===== src/rtl/pipeline_control_pkg.sv =====
// rtl/pipeline_control_pkg.sv - shared types and defaults for the pipeline stall/flush controller
//
// Purpose : FSM state encoding of the flush controller and the PC width
//           shared with the fetch unit.
// Ports   : none (package).
package pipeline_control_pkg;

    localparam int PC_ADDR_WIDTH = 32;

    typedef enum logic {
        PC_IDLE  = 1'b0,
        PC_FLUSH = 1'b1
    } pc_state_e;

endpackage


===== src/rtl/pipeline_control_if.sv =====
// rtl/pipeline_control_if.sv - stall/flush request and control bundle of the pipeline controller
//
// Purpose : groups the per-stage stall requests, exception/redirect events
//           and the resulting stall/flush/restart-PC controls.
// Ports   : master - pipeline side (drives requests, consumes controls)
//           slave  - pipeline_control side (consumes requests, drives controls)
interface pipeline_control_if
    import pipeline_control_pkg::*;
#(
    parameter int NUM_STAGES = 5,
    parameter int ADDR_WIDTH = PC_ADDR_WIDTH,
    parameter int CNT_WIDTH  = 32
);

    logic [NUM_STAGES-1:0] stall_req;
    logic                  exc_valid;
    logic [ADDR_WIDTH-1:0] exc_pc;
    logic                  redirect_valid;
    logic [ADDR_WIDTH-1:0] redirect_pc;
    logic [NUM_STAGES-1:0] stall;
    logic                  flush;
    logic [ADDR_WIDTH-1:0] flush_pc;
    logic                  busy;
    logic [CNT_WIDTH-1:0]  stall_count;

    modport master (
        output stall_req, exc_valid, exc_pc, redirect_valid, redirect_pc,
        input  stall, flush, flush_pc, busy, stall_count
    );

    modport slave (
        input  stall_req, exc_valid, exc_pc, redirect_valid, redirect_pc,
        output stall, flush, flush_pc, busy, stall_count
    );

endinterface


===== src/rtl/pipeline_control_stall_backprop.sv =====
// rtl/pipeline_control_stall_backprop.sv - suffix-OR stall back-propagation with flush mask
//
// Purpose : a stall request from stage j stalls stages 0..j; all stalls are
//           suppressed while a flush is in progress.
// Ports   : i_stall_req - per-stage stall requests (level)
//           i_flush     - flush active, masks every stall
//           o_stall     - per-stage stall to the pipeline registers
module pipeline_control_stall_backprop #(
    parameter int NUM_STAGES = 5
) (
    input  logic [NUM_STAGES-1:0] i_stall_req,
    input  logic                  i_flush,
    output logic [NUM_STAGES-1:0] o_stall
);

    logic w_acc;

    // Walk from the last stage towards fetch, accumulating the OR of all
    // requests at or after the current stage.
    always_comb begin
        o_stall = '0;
        w_acc   = 1'b0;
        for (int i = NUM_STAGES - 1; i >= 0; i--) begin
            w_acc      = w_acc | i_stall_req[i];
            o_stall[i] = w_acc & ~i_flush;
        end
    end

endmodule


===== src/rtl/pipeline_control.sv =====
// rtl/pipeline_control.sv - central stall/flush generator for the in-order pipeline
//
// Purpose : back-propagates per-stage stalls, registers exception/redirect
//           flushes (held FLUSH_CYCLES cycles, exception beats redirect) and
//           counts cycles in which fetch is stalled (saturating).
// Ports   : i_clk   - clock, all state on posedge
//           i_rst_n - asynchronous active-low reset
//           bus     - pipeline_control_if.slave: stall_req, exc_valid/exc_pc,
//                     redirect_valid/redirect_pc in; stall, flush, flush_pc,
//                     busy, stall_count out
module pipeline_control
    import pipeline_control_pkg::*;
#(
    parameter int NUM_STAGES   = 5,
    parameter int ADDR_WIDTH   = PC_ADDR_WIDTH,
    parameter int FLUSH_CYCLES = 1,
    parameter int CNT_WIDTH    = 32
) (
    input  logic               i_clk,
    input  logic               i_rst_n,
    pipeline_control_if.slave  bus
);

    // Counter only needs to hold FLUSH_CYCLES-1; keep at least one bit.
    localparam int FC_W = (FLUSH_CYCLES > 1) ? $clog2(FLUSH_CYCLES) : 1;
    localparam logic [FC_W-1:0] FC_LOAD = FC_W'(FLUSH_CYCLES - 1);

    pc_state_e             r_state;
    pc_state_e             w_state_nxt;
    logic [FC_W-1:0]       r_flush_cnt;
    logic [FC_W-1:0]       w_flush_cnt_nxt;
    logic [ADDR_WIDTH-1:0] r_flush_pc;
    logic [ADDR_WIDTH-1:0] w_flush_pc_nxt;
    logic [CNT_WIDTH-1:0]  r_stall_count;
    logic [NUM_STAGES-1:0] w_stall;
    logic                  w_flush;

    assign w_flush = (r_state == PC_FLUSH);

    pipeline_control_stall_backprop #(
        .NUM_STAGES (NUM_STAGES)
    ) u_stall_backprop (
        .i_stall_req (bus.stall_req),
        .i_flush     (w_flush),
        .o_stall     (w_stall)
    );

    always_ff @(posedge i_clk or negedge i_rst_n) begin
        if (!i_rst_n) begin
            r_state     <= PC_IDLE;
            r_flush_cnt <= '0;
            r_flush_pc  <= '0;
        end else begin
            r_state     <= w_state_nxt;
            r_flush_cnt <= w_flush_cnt_nxt;
            r_flush_pc  <= w_flush_pc_nxt;
        end
    end

    always_comb begin
        w_state_nxt     = r_state;
        w_flush_cnt_nxt = r_flush_cnt;
        w_flush_pc_nxt  = r_flush_pc;
        case (r_state)
            PC_IDLE: begin
                // Exception checked first: a same-cycle redirect is dropped.
                if (bus.exc_valid) begin
                    w_state_nxt     = PC_FLUSH;
                    w_flush_cnt_nxt = FC_LOAD;
                    w_flush_pc_nxt  = bus.exc_pc;
                end else if (bus.redirect_valid) begin
                    w_state_nxt     = PC_FLUSH;
                    w_flush_cnt_nxt = FC_LOAD;
                    w_flush_pc_nxt  = bus.redirect_pc;
                end
            end
            PC_FLUSH: begin
                // Redirects are ignored here; a younger exception restarts
                // the whole window with its own handler PC.
                if (bus.exc_valid) begin
                    w_flush_cnt_nxt = FC_LOAD;
                    w_flush_pc_nxt  = bus.exc_pc;
                end else if (r_flush_cnt == '0) begin
                    w_state_nxt = PC_IDLE;
                end else begin
                    w_flush_cnt_nxt = r_flush_cnt - FC_W'(1);
                end
            end
            default: begin
                w_state_nxt = PC_IDLE;
            end
        endcase
    end

    always_ff @(posedge i_clk or negedge i_rst_n) begin
        if (!i_rst_n) begin
            r_stall_count <= '0;
        end else if (w_stall[0] && (r_stall_count != '1)) begin
            r_stall_count <= r_stall_count + CNT_WIDTH'(1);
        end
    end

    assign bus.stall       = w_stall;
    assign bus.flush       = w_flush;
    assign bus.busy        = w_flush;
    assign bus.flush_pc    = r_flush_pc;
    assign bus.stall_count = r_stall_count;

endmodule


===== src/flat_wrapper.sv =====
// flat-port wrapper written by rule: the top's interface ports become plain ports
module pipeline_control_flat import pipeline_control_pkg::*;
#(
    parameter int NUM_STAGES   = 5,
    parameter int ADDR_WIDTH   = PC_ADDR_WIDTH,
    parameter int FLUSH_CYCLES = 1,
    parameter int CNT_WIDTH    = 32
)
  (i_clk, i_rst_n, bus_stall_req, bus_exc_valid, bus_exc_pc, bus_redirect_valid, bus_redirect_pc, bus_stall, bus_flush, bus_flush_pc, bus_busy, bus_stall_count);
  pipeline_control_if #(.NUM_STAGES(NUM_STAGES), .ADDR_WIDTH(ADDR_WIDTH), .CNT_WIDTH(CNT_WIDTH)) bus_i ();
  input  logic i_clk;
  input  logic i_rst_n;
  input wire logic [$bits(bus_i.stall_req)-1:0] bus_stall_req;
  input wire logic [$bits(bus_i.exc_valid)-1:0] bus_exc_valid;
  input wire logic [$bits(bus_i.exc_pc)-1:0] bus_exc_pc;
  input wire logic [$bits(bus_i.redirect_valid)-1:0] bus_redirect_valid;
  input wire logic [$bits(bus_i.redirect_pc)-1:0] bus_redirect_pc;
  output wire logic [$bits(bus_i.stall)-1:0] bus_stall;
  output wire logic [$bits(bus_i.flush)-1:0] bus_flush;
  output wire logic [$bits(bus_i.flush_pc)-1:0] bus_flush_pc;
  output wire logic [$bits(bus_i.busy)-1:0] bus_busy;
  output wire logic [$bits(bus_i.stall_count)-1:0] bus_stall_count;
  assign bus_i.stall_req = bus_stall_req;
  assign bus_i.exc_valid = bus_exc_valid;
  assign bus_i.exc_pc = bus_exc_pc;
  assign bus_i.redirect_valid = bus_redirect_valid;
  assign bus_i.redirect_pc = bus_redirect_pc;
  assign bus_stall = bus_i.stall;
  assign bus_flush = bus_i.flush;
  assign bus_flush_pc = bus_i.flush_pc;
  assign bus_busy = bus_i.busy;
  assign bus_stall_count = bus_i.stall_count;
  pipeline_control #(.NUM_STAGES(NUM_STAGES), .ADDR_WIDTH(ADDR_WIDTH), .FLUSH_CYCLES(FLUSH_CYCLES), .CNT_WIDTH(CNT_WIDTH)) u_core (.i_clk(i_clk), .i_rst_n(i_rst_n), .bus(bus_i));
endmodule

===== config.mk =====
export PLATFORM = sky130hd
export DESIGN_NAME = pipeline_control_flat
export DESIGN_NICKNAME = d
export VERILOG_FILES = /design/src/rtl/pipeline_control_pkg.sv /design/src/rtl/pipeline_control_if.sv /design/src/rtl/pipeline_control_stall_backprop.sv /design/src/rtl/pipeline_control.sv /design/src/flat_wrapper.sv
export SDC_FILE = /design/constraint.sdc
export NUM_CORES = 1
export LEC_CHECK = 0
export CORE_AREA = 2 2 104 106
export CTS_CLUSTER_DIAMETER = 100
export DETAILED_ROUTE_END_ITERATION = 6
export DIE_AREA = 0 0 106 108
export PLACE_DENSITY = 0.69
export SLEW_MARGIN = 20
export SYNTH_ARGS = -nofsm -noshare
export SYNTH_HDL_FRONTEND = slang
export SYNTH_HIERARCHICAL = 1
export SYNTH_SLANG_ARGS = --single-unit

===== constraint.sdc =====
create_clock -name i_clk -period 1.8 [get_ports i_clk]
set_clock_uncertainty 0.05 [all_clocks]
set_input_delay 0.36 -clock i_clk [delete_from_list [all_inputs] [get_ports i_clk]]
set_output_delay 0.36 -clock i_clk [all_outputs]
set_load 0.01 [all_outputs]

==> impl_metrics.json <==
{
  "post-route-period-util_pct": 101,
  "viasPerCell": 4.65,
  "cp-start-kind": "flop",
  "die-area_um2": 11400,
  "rrSetupSlack_ns": -0.01,
  "synth_nets": 361,
  "synth_edf_count": 0,
  "port_buffers": 143,
  "clkTransAtPathRegs_ns": 0.07,
  "first_iter_violations": 94,
  "wl_um": 8830,
  "critPathTopFamily": "simple AND/OR/NAND/NOR gates",
  "min_path_type": "in2reg",
  "place_congestion": 0.765,
  "clockBufferDepth": 2,
  "io_pins": 144,
  "ys_async_sr_fraction_pct": 100,
  "hold_viol_final": 0,
  "max_stage_delay_ns": 0.41,
  "synth_area_leaders": "dfrtp_1, mux2i_1, xnor2_1",
  "ff_latch_area_um2": 1630,
  "clock-root-buffer": "clkbuf_8",
  "maxSlewHeadroom_pct": 75.3,
  "layout-drive-gt1-share_pct": 21.7,
  "nets": 553,
  "place_area_um2": 4970,
  "h-tree-depth": 3,
  "crit_top_cell": "buf_6",
  "power.total_mw": 4.13,
  "status": "finished, violations left",
  "die_height_um": 108,
  "cellPowerDensity_nw_per_um2": 760,
  "worstPathCellList": "buf_6, a21oi_4, and4_1, nand2_2, a311oi_4, buf_6, nand4_1, xnor2_1",
  "ir_drop_v": 0.000444,
  "synth_flop_cell": "dfrtp_1",
  "worstMarginPinSlew_ns": 0.370,
  "setup_viol": 2,
  "synth_top_area_share_pct": 53.2,
  "critPathBufInv": 2,
  "worst-path-stages": 8,
  "multi_input_area_um2": 1550,
  "wl_per_cell_um": 14.2,
  "initial_core_util_pct": 29.9,
  "arrival_ns": 1.98,
  "power.leakage_nw": 2.76,
  "fill_cells": 896,
  "grt_pass1_vias": 2826,
  "fp.dieW_um": 106,
  "drv_cap": 0,
  "fin_ws_ns": -0.00953,
  "syn-cell-area_um2": 3060,
  "yosysUniqueCellTypes": 30,
  "antenna_found_initial": 0,
  "cpMaxStageDelayCell": "dfrtp_2",
  "drt.antenna.violating_nets": 0,
  "grt_max_degree": 66,
  "syn_to_final_growth_pct": 78.0,
  "hpwl_um": 6270,
  "ys.warnings.count": 6,
  "crit_required_ns": 1.97,
  "avgSynthCellArea_um2": 10.7,
  "fmax_mhz": 553,
  "period_needed_ns": 1.81,
  "diodes": 0,
  "holdPathStages": 3,
  "synthCells": 287,
  "cp-end-kind": "flop",
  "rsz0062_at_grt": "true",
  "grt_overflow": 0,
  "core_area_um2": 10200,
  "ys_seq_elements": 65,
  "worstRegToRegCells": 8,
  "post-synth-top-count-cell": "dfrtp_1",
  "cts_made_buffers": 9,
  "clk_latency_ns": 0.33,
  "ys_top_cells_by_count": "dfrtp_1, nand2_1, mux2i_1, o21ai_0, xnor2_1",
  "clock_sinks": 65,
  "synth_area_leader_cell": "dfrtp_1",
  "dr.pass1.iters": 4,
  "rows": 37,
  "final_area_um2": 5440,
  "ys_seq_area_share_pct": 53.2,
  "critPathMaxFanout": 5,
  "num_vias": 2884,
  "crit_type": "reg2reg",
  "drc": 0,
  "finalMaxSlewViolations": 0,
  "grtUsageTotal_pct": 15.8,
  "grt_pass1_wl_um": 14100,
  "violations": "negative setup slack",
  "cts_tree": "yes"
}
[registers in the layout, summed over array words and instances (netlist names)]
| register | cells |
|---|---|
| u_core/bus.stall_count | 32 |
| u_core/bus.flush_pc | 32 |
| u_core/bus.busy | 1 |
[worst reg2reg max path: stages (launching register included)]
cell and delay, ns:
dfrtp_2 0.41, buf_6 0.12, a21oi_4 0.13, and4_1 0.23
nand2_2 0.08, a311oi_4 0.26, buf_6 0.18, nand4_1 0.10
xnor2_1 0.14
[where the power goes]
part           switching, mW  total [mW]  internal (mW)
clock network          0.549        1.38          0.831
registers             0.0961        1.70           1.61
logic                  0.424        1.05          0.627
total                   1.07        4.13           3.07
[cell type report]
class                           instances  area share, %
Timing Repair Buffer                  194           34.4
Clock inverter                          1          0.552
Multi-Input combinational cell        208           28.4
Sequential cell                        65           29.9
Clock buffer                           15           3.61
Tap cell                              136           3.13
Inverter                                1         0.0689
[per-layer routing]
metal / vias to the layer above / global-route usage [%] / share of wire (%) / wire length [um]
li1: 1383 / - / - / -
met1: 1420 / 18.9 / 42 / 3730
met2: 70 / 27.6 / 52 / 4580
met3: 11 / 3.56 / 4.3 / 381
met4: 0 / 6.30 / 1.6 / 141
met5: - / 0 / 0 / 0
[per-stage QoR]
step	TNS [ns]	utilization, %	setup WS [ns]	hold WS [ns]	std cells
floorplan	-0.112	-	-0.0272	0.0144	287
global placement	-15.01	48.5	-0.599	0.359	593
detailed placement	-17.21	48.5	-0.671	0.362	593
CTS	-1.15	52.1	-0.128	0.384	618
global route	-0.753	53.2	-0.0861	0.439	620
finish	-0.0157	53.2	-0.00953	0.400	620
[what timing repair did]
item | CTS | global route
endpoints found under the hold margin | 50 | 0
hold buffers | 1 | 0
cloned | 1 | 0
pin swaps | 18 | 16
buffers inserted | 7 | 4
setup endpoints to repair | 39 | 36
resized for setup | 41 | 37
[layout by cell type (no fill, tap or decap), drive strengths merged]
cell type        n
clkdlybuf4s50  109
dfrtp           65
buf             52
nand2           43
mux2i           32
o21ai           32
xnor2           19
clkbuf          16
dlygate4sd2     15
nand3           15
nor2            13
dlymetal6s2s    12
nand4           10
xor2            10
and3             6
and4             5
nor3             5
clkdlybuf4s15    4
and2             3
nor4             3
a21oi            3
nand2b           2
bufinv           1
dlygate4sd3      1
and4b            1
a311oi           1
a31o             1
nor3b            1
mux2             1
ha               1
inv              1
nor2b            1
[final timing paths]
path                                                       startpoint                                     end
worst min register to register  u_core/bus.stall_count[7]$_DFFE_PN0P_   u_core/bus.stall_count[7]$_DFFE_PN0P_
worst max-delay path                        u_core/bus.busy$_DFF_PN0_  u_core/bus.stall_count[23]$_DFFE_PN0P_
min in group asynchronous                                     i_rst_n   u_core/bus.stall_count[7]$_DFFE_PN0P_
worst min-delay path                                    bus_exc_valid      u_core/bus.flush_pc[1]$_DFFE_PN0P_
max in group asynchronous                                     i_rst_n               u_core/bus.busy$_DFF_PN0_
worst max register to register              u_core/bus.busy$_DFF_PN0_  u_core/bus.stall_count[23]$_DFFE_PN0P_
[cell families (layout without fill, tap and decap cells)]
family	after synthesis	in the layout	synth area share (%)
DFF	65	65	53.2
and+or+nand+nor	108	108	18.4
AOI/OAI and AO/OA	37	37	6.87
xor gates and xnor gates	29	29	8.30
adders and majority gates	1	1	0.409
muxes	33	33	10.8
buffers and inverters	14	211	2.00
No activity file was read; power rests on OpenSTA's default activity.
